`src/rtl/obstacle_scheduler_if.sv`:
```
// Handshake-free signal bundle between the frame timing/game logic and the
// obstacle scheduler: raster position and game controls in, obstacle state out.
interface obstacle_scheduler_if;
    logic [9:0]  hcount;
    logic [9:0]  vcount;
    logic        game_run;
    logic        collision;
    logic [9:0]  obstacle_x;
    logic        obstacle_active;
    logic [3:0]  speed;
    logic [15:0] score;
    logic        game_over;

    modport master (
        output hcount, vcount, game_run, collision,
        input  obstacle_x, obstacle_active, speed, score, game_over
    );

    modport slave (
        input  hcount, vcount, game_run, collision,
        output obstacle_x, obstacle_active, speed, score, game_over
    );
endinterface

```
`src/rtl/obstacle_scheduler.sv`:
```
// Per-frame obstacle spawner/scroller with score, speed ramp and collision halt.
// Optional macro OBSTACLE_SPEEDUP_EN enables the periodic speed ramp.
module obstacle_scheduler #(
    parameter int          SCREEN_WIDTH   = 640,
    parameter int          SCREEN_HEIGHT  = 480,
    parameter int          INIT_SPEED     = 2,
    parameter int          MAX_SPEED      = 8,
    parameter int          SPEEDUP_FRAMES = 600,
    parameter int          MIN_GAP_FRAMES = 30,
    parameter int          GAP_MASK       = 63,
    parameter logic [15:0] LFSR_SEED      = 16'hACE1
) (
    input  logic                  pix_clk,
    input  logic                  rst_n,
    obstacle_scheduler_if.slave   bus
);

    typedef enum logic [1:0] {
        IDLE,
        GAP,
        SCROLL,
        HALT
    } state_t;

    localparam logic [9:0] PARK = 10'(SCREEN_WIDTH);

    state_t      state_q, state_d;
    logic [9:0]  x_q, x_d;
    logic        act_q, act_d;
    logic [15:0] score_q, score_d;
    logic        go_q, go_d;
    logic [7:0]  gap_q, gap_d;
    logic [15:0] lfsr_q, lfsr_d;
    logic [7:0]  gap_load;
    logic [3:0]  spd;
    logic        tick;
    logic        ramp_en;
    logic        ramp_clr;

    assign tick = (bus.hcount == 10'd0) &&
                  (bus.vcount == 10'(SCREEN_HEIGHT));

    // Gap length sampled from the LFSR before it advances on this edge
    assign gap_load = 8'(MIN_GAP_FRAMES) +
                      (lfsr_q[7:0] & 8'(GAP_MASK));

    // Free-running Fibonacci LFSR, taps 16,14,13,11, one step per frame
    always_comb begin
        lfsr_d = lfsr_q;
        if (tick) begin
            lfsr_d = {lfsr_q[14:0],
                      lfsr_q[15] ^ lfsr_q[13] ^ lfsr_q[12] ^ lfsr_q[10]};
        end
    end

    // Next-state and datapath updates for the game FSM
    always_comb begin
        state_d  = state_q;
        x_d      = x_q;
        act_d    = act_q;
        score_d  = score_q;
        go_d     = go_q;
        gap_d    = gap_q;
        ramp_en  = 1'b0;
        ramp_clr = 1'b0;
        unique case (state_q)
            IDLE: begin
                x_d   = PARK;
                act_d = 1'b0;
                if (bus.game_run) begin
                    state_d  = GAP;
                    score_d  = 16'd0;
                    go_d     = 1'b0;
                    gap_d    = gap_load;
                    ramp_clr = 1'b1;
                end
            end
            GAP: begin
                if (!bus.game_run) begin
                    state_d = IDLE;
                    x_d     = PARK;
                    act_d   = 1'b0;
                end else if (tick) begin
                    ramp_en = 1'b1;
                    if (gap_q == 8'd0) begin
                        state_d = SCROLL;
                        x_d     = PARK;
                        act_d   = 1'b1;
                    end else begin
                        gap_d = gap_q - 8'd1;
                    end
                end
            end
            SCROLL: begin
                if (!bus.game_run) begin
                    state_d = IDLE;
                    x_d     = PARK;
                    act_d   = 1'b0;
                end else if (bus.collision && act_q) begin
                    state_d = HALT;
                    go_d    = 1'b1;
                end else if (tick) begin
                    ramp_en = 1'b1;
                    if (x_q < {6'd0, spd}) begin
                        state_d = GAP;
                        x_d     = PARK;
                        act_d   = 1'b0;
                        gap_d   = gap_load;
                        if (score_q != 16'hFFFF) begin
                            score_d = score_q + 16'd1;
                        end
                    end else begin
                        x_d = x_q - {6'd0, spd};
                    end
                end
            end
            HALT: begin
                if (!bus.game_run) begin
                    state_d = IDLE;
                    x_d     = PARK;
                    act_d   = 1'b0;
                end
            end
            default: begin
                state_d = IDLE;
            end
        endcase
    end

    // Game state registers
    always_ff @(posedge pix_clk or negedge rst_n) begin
        if (!rst_n) begin
            state_q <= IDLE;
            x_q     <= PARK;
            act_q   <= 1'b0;
            score_q <= 16'd0;
            go_q    <= 1'b0;
            gap_q   <= 8'd0;
            lfsr_q  <= LFSR_SEED;
        end else begin
            state_q <= state_d;
            x_q     <= x_d;
            act_q   <= act_d;
            score_q <= score_d;
            go_q    <= go_d;
            gap_q   <= gap_d;
            lfsr_q  <= lfsr_d;
        end
    end

`ifdef OBSTACLE_SPEEDUP_EN
    localparam int FW = $clog2(SPEEDUP_FRAMES + 1);

    logic [FW-1:0] frame_q, frame_d;
    logic [3:0]    spd_q, spd_d;

    // Frame counter and saturating speed step every SPEEDUP_FRAMES ticks
    always_comb begin
        frame_d = frame_q;
        spd_d   = spd_q;
        if (ramp_clr) begin
            frame_d = '0;
            spd_d   = 4'(INIT_SPEED);
        end else if (ramp_en) begin
            if (frame_q == FW'(SPEEDUP_FRAMES - 1)) begin
                frame_d = '0;
                if (spd_q < 4'(MAX_SPEED)) begin
                    spd_d = spd_q + 4'd1;
                end
            end else begin
                frame_d = frame_q + FW'(1);
            end
        end
    end

    // Speed ramp registers
    always_ff @(posedge pix_clk or negedge rst_n) begin
        if (!rst_n) begin
            frame_q <= '0;
            spd_q   <= 4'(INIT_SPEED);
        end else begin
            frame_q <= frame_d;
            spd_q   <= spd_d;
        end
    end

    assign spd = spd_q;
`else
    logic unused_ramp;

    assign unused_ramp = ramp_en ^ ramp_clr;
    assign spd         = 4'(INIT_SPEED);
`endif

    assign bus.obstacle_x      = x_q;
    assign bus.obstacle_active = act_q;
    assign bus.speed           = spd;
    assign bus.score           = score_q;
    assign bus.game_over       = go_q;

endmodule

```
`src/flat_wrapper.sv`:
```
// flat-port wrapper written by rule: the top's interface ports become plain ports
module obstacle_scheduler_flat 
#(
    parameter int          SCREEN_WIDTH   = 640,
    parameter int          SCREEN_HEIGHT  = 480,
    parameter int          INIT_SPEED     = 2,
    parameter int          MAX_SPEED      = 8,
    parameter int          SPEEDUP_FRAMES = 600,
    parameter int          MIN_GAP_FRAMES = 30,
    parameter int          GAP_MASK       = 63,
    parameter logic [15:0] LFSR_SEED      = 16'hACE1
)
  (pix_clk, rst_n, bus_hcount, bus_vcount, bus_game_run, bus_collision, bus_obstacle_x, bus_obstacle_active, bus_speed, bus_score, bus_game_over);
  obstacle_scheduler_if bus_i ();
  input  logic pix_clk;
  input  logic rst_n;
  input wire logic [$bits(bus_i.hcount)-1:0] bus_hcount;
  input wire logic [$bits(bus_i.vcount)-1:0] bus_vcount;
  input wire logic [$bits(bus_i.game_run)-1:0] bus_game_run;
  input wire logic [$bits(bus_i.collision)-1:0] bus_collision;
  output wire logic [$bits(bus_i.obstacle_x)-1:0] bus_obstacle_x;
  output wire logic [$bits(bus_i.obstacle_active)-1:0] bus_obstacle_active;
  output wire logic [$bits(bus_i.speed)-1:0] bus_speed;
  output wire logic [$bits(bus_i.score)-1:0] bus_score;
  output wire logic [$bits(bus_i.game_over)-1:0] bus_game_over;
  assign bus_i.hcount = bus_hcount;
  assign bus_i.vcount = bus_vcount;
  assign bus_i.game_run = bus_game_run;
  assign bus_i.collision = bus_collision;
  assign bus_obstacle_x = bus_i.obstacle_x;
  assign bus_obstacle_active = bus_i.obstacle_active;
  assign bus_speed = bus_i.speed;
  assign bus_score = bus_i.score;
  assign bus_game_over = bus_i.game_over;
  obstacle_scheduler #(.SCREEN_WIDTH(SCREEN_WIDTH), .SCREEN_HEIGHT(SCREEN_HEIGHT), .INIT_SPEED(INIT_SPEED), .MAX_SPEED(MAX_SPEED), .SPEEDUP_FRAMES(SPEEDUP_FRAMES), .MIN_GAP_FRAMES(MIN_GAP_FRAMES), .GAP_MASK(GAP_MASK), .LFSR_SEED(LFSR_SEED)) u_core (.pix_clk(pix_clk), .rst_n(rst_n), .bus(bus_i));
endmodule
```
`config.mk`:
```
export PLATFORM = sky130hd
export DESIGN_NAME = obstacle_scheduler_flat
export DESIGN_NICKNAME = d
export VERILOG_FILES = /design/src/rtl/obstacle_scheduler_if.sv /design/src/rtl/obstacle_scheduler.sv /design/src/flat_wrapper.sv
export SDC_FILE = /design/constraint.sdc
export NUM_CORES = 1
export LEC_CHECK = 0
export ABC_AREA = 1
export CORE_MARGIN = 2
export CORE_UTILIZATION = 40
export CTS_CLUSTER_DIAMETER = 100
export CTS_CLUSTER_SIZE = 8
export DETAILED_ROUTE_END_ITERATION = 16
export PLACE_DENSITY_LB_ADDON = 0.05
export SYNTH_ARGS = -nofsm -noshare
export SYNTH_HDL_FRONTEND = slang
export SYNTH_SLANG_ARGS = --single-unit
```
`constraint.sdc`:
```
create_clock -name pix_clk -period 5.15 [get_ports pix_clk]
set_input_delay 0.7725 -clock pix_clk [delete_from_list [all_inputs] [get_ports pix_clk]]
set_output_delay 0.7725 -clock pix_clk [all_outputs]
set_load 0.01 [all_outputs]
```
Word-level counts from Yosys, hierarchy flattened. Index checks and enable logic that the tools add are counted.

Bits in writable memories: 0. Bits in read-only memories: 0. Bits in registers: 54. Bits in latches: 0. Input bits: 24. Memories kept: 0.

$add $sub $neg: 4. Shift operators: 0. Mux-type cells: 48. Div/mod/pow operators: 0. Eq/ne operators: 23. $mul: 0. Reduce and logical (&&, ||, !) cells: 13. Magnitude comparators: 1. Bitwise operators: 3.

Operator list (count): $mux 16 (6); $mux 10 (8); $mux 8 (8); $pmux 10 s4 (1); $pmux 16 s2 (1); $pmux 8 s3 (1); $mux 2 (9); $add 16x1->16 const B (1); $ne 16x16->1 const B (1); $ne 2x2->1 const B (6); $ne 3x2->1 const B (4); $reduce_and 6->1 (2); $mux 1 (11); $eq 10x9->1 const B (1); $logic_not 10->1 (1); $lt 10x2->1 const B (1); $ne 2x1->1 const B (5); $sub 10x2->10 const B (1); $reduce_and 9->1 (1); $logic_not 8->1 (1); $ne 4x2->1 const B (2); $pmux 2 s4 (1); $sub 8x1->8 const B (1); $add 5x6->7 const A (1); 13 further kinds (17).

Longest topological paths before layout.
Depth in word-level cells: 7. Depth in mapped cells: 12.

Least setup slack after synthesis. OpenSTA, ideal clock, no wires.

Kind: input to register. Start: input port bus_hcount[7]. End: register u_core.score_q[13] (netlist: u_core.bus.score[13]). Cell stages on the path: 8. Buffers on the path: 0. Library setup time: 117 ps. Arrival time: 1822 ps. Setup slack: 3210 ps. Path through: nor2_1 -> nand2_1 -> nor2_1 -> nand3_2 -> o21ai_4 -> nand3_2 -> nand2_1 -> nand2_1.

Word-level cells in the longest chain between the ends: 4.

RTL lines: start: declaration (line flat_wrapper.sv:17) `input wire logic [$bits(bus_i.hcount)-1:0] bus_hcount;`; $logic_not 10->1 (line obstacle_scheduler.sv:40) `assign tick = (bus.hcount == 10'd0) &&`; $logic_and 1x1->1 (line obstacle_scheduler.sv:40); $ne 2x1->1 (no line); $reduce_and 7->1 (no line); end signal: assignment (line obstacle_scheduler.sv:144) `score_q <= score_d;`; end: declaration (line obstacle_scheduler.sv:30) `logic [15:0] score_q, score_d;`.

Every way passes these cells. A chain may end at the register's enable or synchronous reset.

Worst setup path after layout.
Start: input port bus_vcount[5]. End: register u_core.score_q[2] (netlist: u_core.bus.score[2]).

Word-level cells in the longest chain between the ends: 4.

RTL lines: start: declaration (line flat_wrapper.sv:18) `input wire logic [$bits(bus_i.vcount)-1:0] bus_vcount;`; $eq 10x9->1 (line obstacle_scheduler.sv:41) `(bus.vcount == 10'(SCREEN_HEIGHT));`; $logic_and 1x1->1 (line obstacle_scheduler.sv:40); $ne 2x1->1 (no line); $reduce_and 7->1 (no line).

Every way passes these cells.

==> key figures <==
Status
  • Status: complete, no violations

Timing
  • Clock Skews: 0.0105 ns
  • Worst slew margin: 27.3%
  • Achievable clock frequency: 359 MHz
  • Fin crit share: 54.1%
  • Endpoints failing hold: 0
  • Total Neg Setup Slack: 0 ns
  • Fin crit period: 2.79 ns
  • Least-Margin Pin Slew: 1.09 ns
  • Max-slew violations: 0
  • Setup repair after global routing missed its margin: no
  • Final setup vio count: 0

Clock tree
  • Postcts setup bufs: 0
  • Root Driver: clkbuf_8
  • CTS resizes: 0
  • Maximum buffer depth of the clock tree: 2
  • Total clock sinks: 53
  • Clk slew on worst S/H paths: 0.11 ns
  • Hold_buf cts: 0
  • CTS tree: yes
  • CTS H-tree lvls: 2
  • Insertion delay to the later sink of the worst-skew pair: 0.31 ns
  • Num CTS Buffers: 5

Layout
  • Area Growth Syn to Fin: 18.5%
  • # diodes: 0
  • Final #Nets: 548
  • Share of cells above drive strength 1: 12.5%
  • Most common cell after layout, fill and taps aside: nand2_1
  • Most frequent cells in the layout: nand2_1 (156), nor2_1 (56), clkdlybuf4s50_1 (49), dfrtp_1 (43), inv_1 (39)

Critical path
  • Crit path max-delay cell type: nor2_2
  • Crit path kind: input port to register
  • CP Capture Type: register
  • CP Max Fanout: 26
  • CP Data Arrival Time: 3.02 ns
  • Crit path largest cell delay: 0.82 ns
  • Critical path startpoint category: input port
  • Critical Path Most Common Cell: nand2_1
  • Worst path required time: 5.39 ns
  • CP Cell Sequence: clkdlybuf4s50_1 > inv_1 > nor2_1 > nand2_1 > nor2_1 > nand3_2 > buf_4 > nand2_1 > nand3_2 > nor2_2 > nand2_1 > o21ai_2

Synthesis
  • Post-synth top area cell: dfrtp_1
  • Yosys top cell area share: 31.2%
  • Synth unique cells: 36
  • Syn_area_per_cell: 7.32 sq um
  • Yosys warning total: 0
  • Seq cells post-synth: 53
  • Mapped Area: 0.00345 sq mm
  • Dominant cells by area after synthesis: dfrtp_1 (31%), nand2_1 (17%), dfstp_2 (7.6%), nor2_1 (6.1%), inv_1 (4.2%)
  • Cells after synthesis: 471
  • Seq/Total Area, Yosys: 38.8%

Floorplanning
  • Die width: 96.9 um
  • Die Y: 96.9 um
  • Die area: 0.00938 sq mm
  • Initial Utilization: 41.5%
  • Core Box Area: 0.00830 sq mm
  • I/O pin count: 56
  • Core Rows: 33

Drt
  • Routed Antenna Nets: 0
  • DR vias: 3007
  • Drt first pass iters: 4
  • Drt via density: 4.81
  • Routed length per instance: 12.7 um
  • Initial DRC count: 114
  • DRC: 0
  • Total Wirelength: 7960 um

Power and ir drop
  • Pwr dens: 363 mW/mm^2
  • LEAKAGE: 1.85 nW
  • VDD IR-drop max: 0.195 mV
  • Total Power: 1.48 mW

Global routing
  • Vias in the first global route: 3020
  • Global Route Usage Sum: 17.6%
  • Global route overflow: 0
  • Initial antenna violation count: 0
  • Largest net degree at the start of global routing: 54
  • First-pass GRT wire length: 14000 um

Placed design
  • Post-DP HPWL: 5730 um
  • # port buffers: 50
  • RD Place Congestion: 0.885

Hold path
  • Worst Hold Class: register to register

Run
  • Max_cap viols: 0
stage by stage:
stage | cell area [sq um] | setup slack (ns) | utilization, % | instances | hold WS (ns)
after global routing | 4090 | 2.10 | 49.3 | 625 | 0.506
final | 4090 | 2.36 | 49.3 | 625 | 0.477
after global placement | 3990 | 2.03 | 48.1 | 617 | 0.456
after CTS | 4090 | 2.33 | 49.3 | 625 | 0.478
after detailed placement | 3990 | 1.99 | 48.1 | 617 | 0.459
after floorplan | 3460 | 3.21 | - | 474 | 0.442
path summary, 6_finish.rpt:
kind,startpoint,cells after the start,to,slack [ns]
worst max-delay path,bus_vcount[5],12,u_core.bus.score[2],2.36
worst min-delay path,u_core.lfsr_q[7],2,u_core.lfsr_q[7],0.48
worst max register to register,u_core.bus.obstacle_x[4],9,u_core.bus.score[2],2.81
worst min register to register,u_core.lfsr_q[7],2,u_core.lfsr_q[7],0.48
max in group asynchronous,rst_n,2,u_core.bus.score[8],4.09
min in group asynchronous,rst_n,2,u_core.gap_q[7],0.56
cell families (layout without fill, tap and decap cells):
logic type      after synthesis  after routing  share of synthesized area, %
compound gates               40             40                          7.66
buf+inv                      59            105                          8.13
flops                        53             53                          38.8
other cells                   2              5                         0.218
simple gates                291            291                          38.0
xor+xnor                     21             21                          5.33
fa+ha+maj                     5              5                          1.81
critical path, delay by kind of cell:
kind                   cells  cell delay, ns
AND/OR/NAND/NOR            8            1.42
AO/OA/AOI/OAI              1            0.09
buffers and inverters      3            0.72
final cells by class:
class	instances	area, sq um
Fill cell	843	4210
Multi-Input combinational cell	362	1840
Sequential cell	53	1340
Timing Repair Buffer	52	510
Inverter	45	171
Tap cell	105	131
Clock buffer	5	68.8
Clock inverter	3	26.3
registers in the layout, summed over array words and instances (netlist names):
name / flops
u_core.state_q: 2
u_core.bus.obstacle_x: 9
u_core.bus.obstacle_active: 1
u_core.bus.score: 16
u_core.bus.game_over: 1
u_core.gap_q: 8
u_core.lfsr_q: 16
layer usage:
metal	GRT usage, %	vias up	part of all wire, %	routed length [um]
met5	0	-	0	0
met4	3.90	0	0.59	47
met3	3.11	5	2.4	189
met2	29.2	32	47	3780
met1	24.1	1393	50	3940
li1	-	1577	-	-
Yosys cell counts:
cell type  count
nand2_1      156
nor2_1        56
dfrtp_1       43
inv_1         39
nand3_1       27
o21ai_0       18
xor2_1        16
nand4_1       14
o21ai_2       11
dfstp_2       10
nor3_1        10
nand2_2        7
buf_4          5
buf_6          5
ha_1           5
inv_2          5
xnor2_1        5
a21oi_1        4
clkbuf_1       4
nor2_2         4
nand3_2        3
nor2_4         3
nor3b_1        3
or2_2          3
a21oi_2        2
conb_1         2
o21ai_1        2
a22oi_1        1
a31oi_1        1
inv_4          1
nand2_4        1
nand3_4        1
nand3b_1       1
nand4_2        1
nor2_8         1
o21ai_4        1
power by group:
part | total [mW] | leakage [nW] | internal (mW) | switching (mW)
Sequential | 0.551 | 0.684 | 0.480 | 0.0715
Clock | 0.253 | 0.0423 | 0.0993 | 0.154
Combinational | 0.681 | 1.13 | 0.242 | 0.438
Total | 1.48 | 1.85 | 0.821 | 0.663
(Power assumes the default switching activity.)
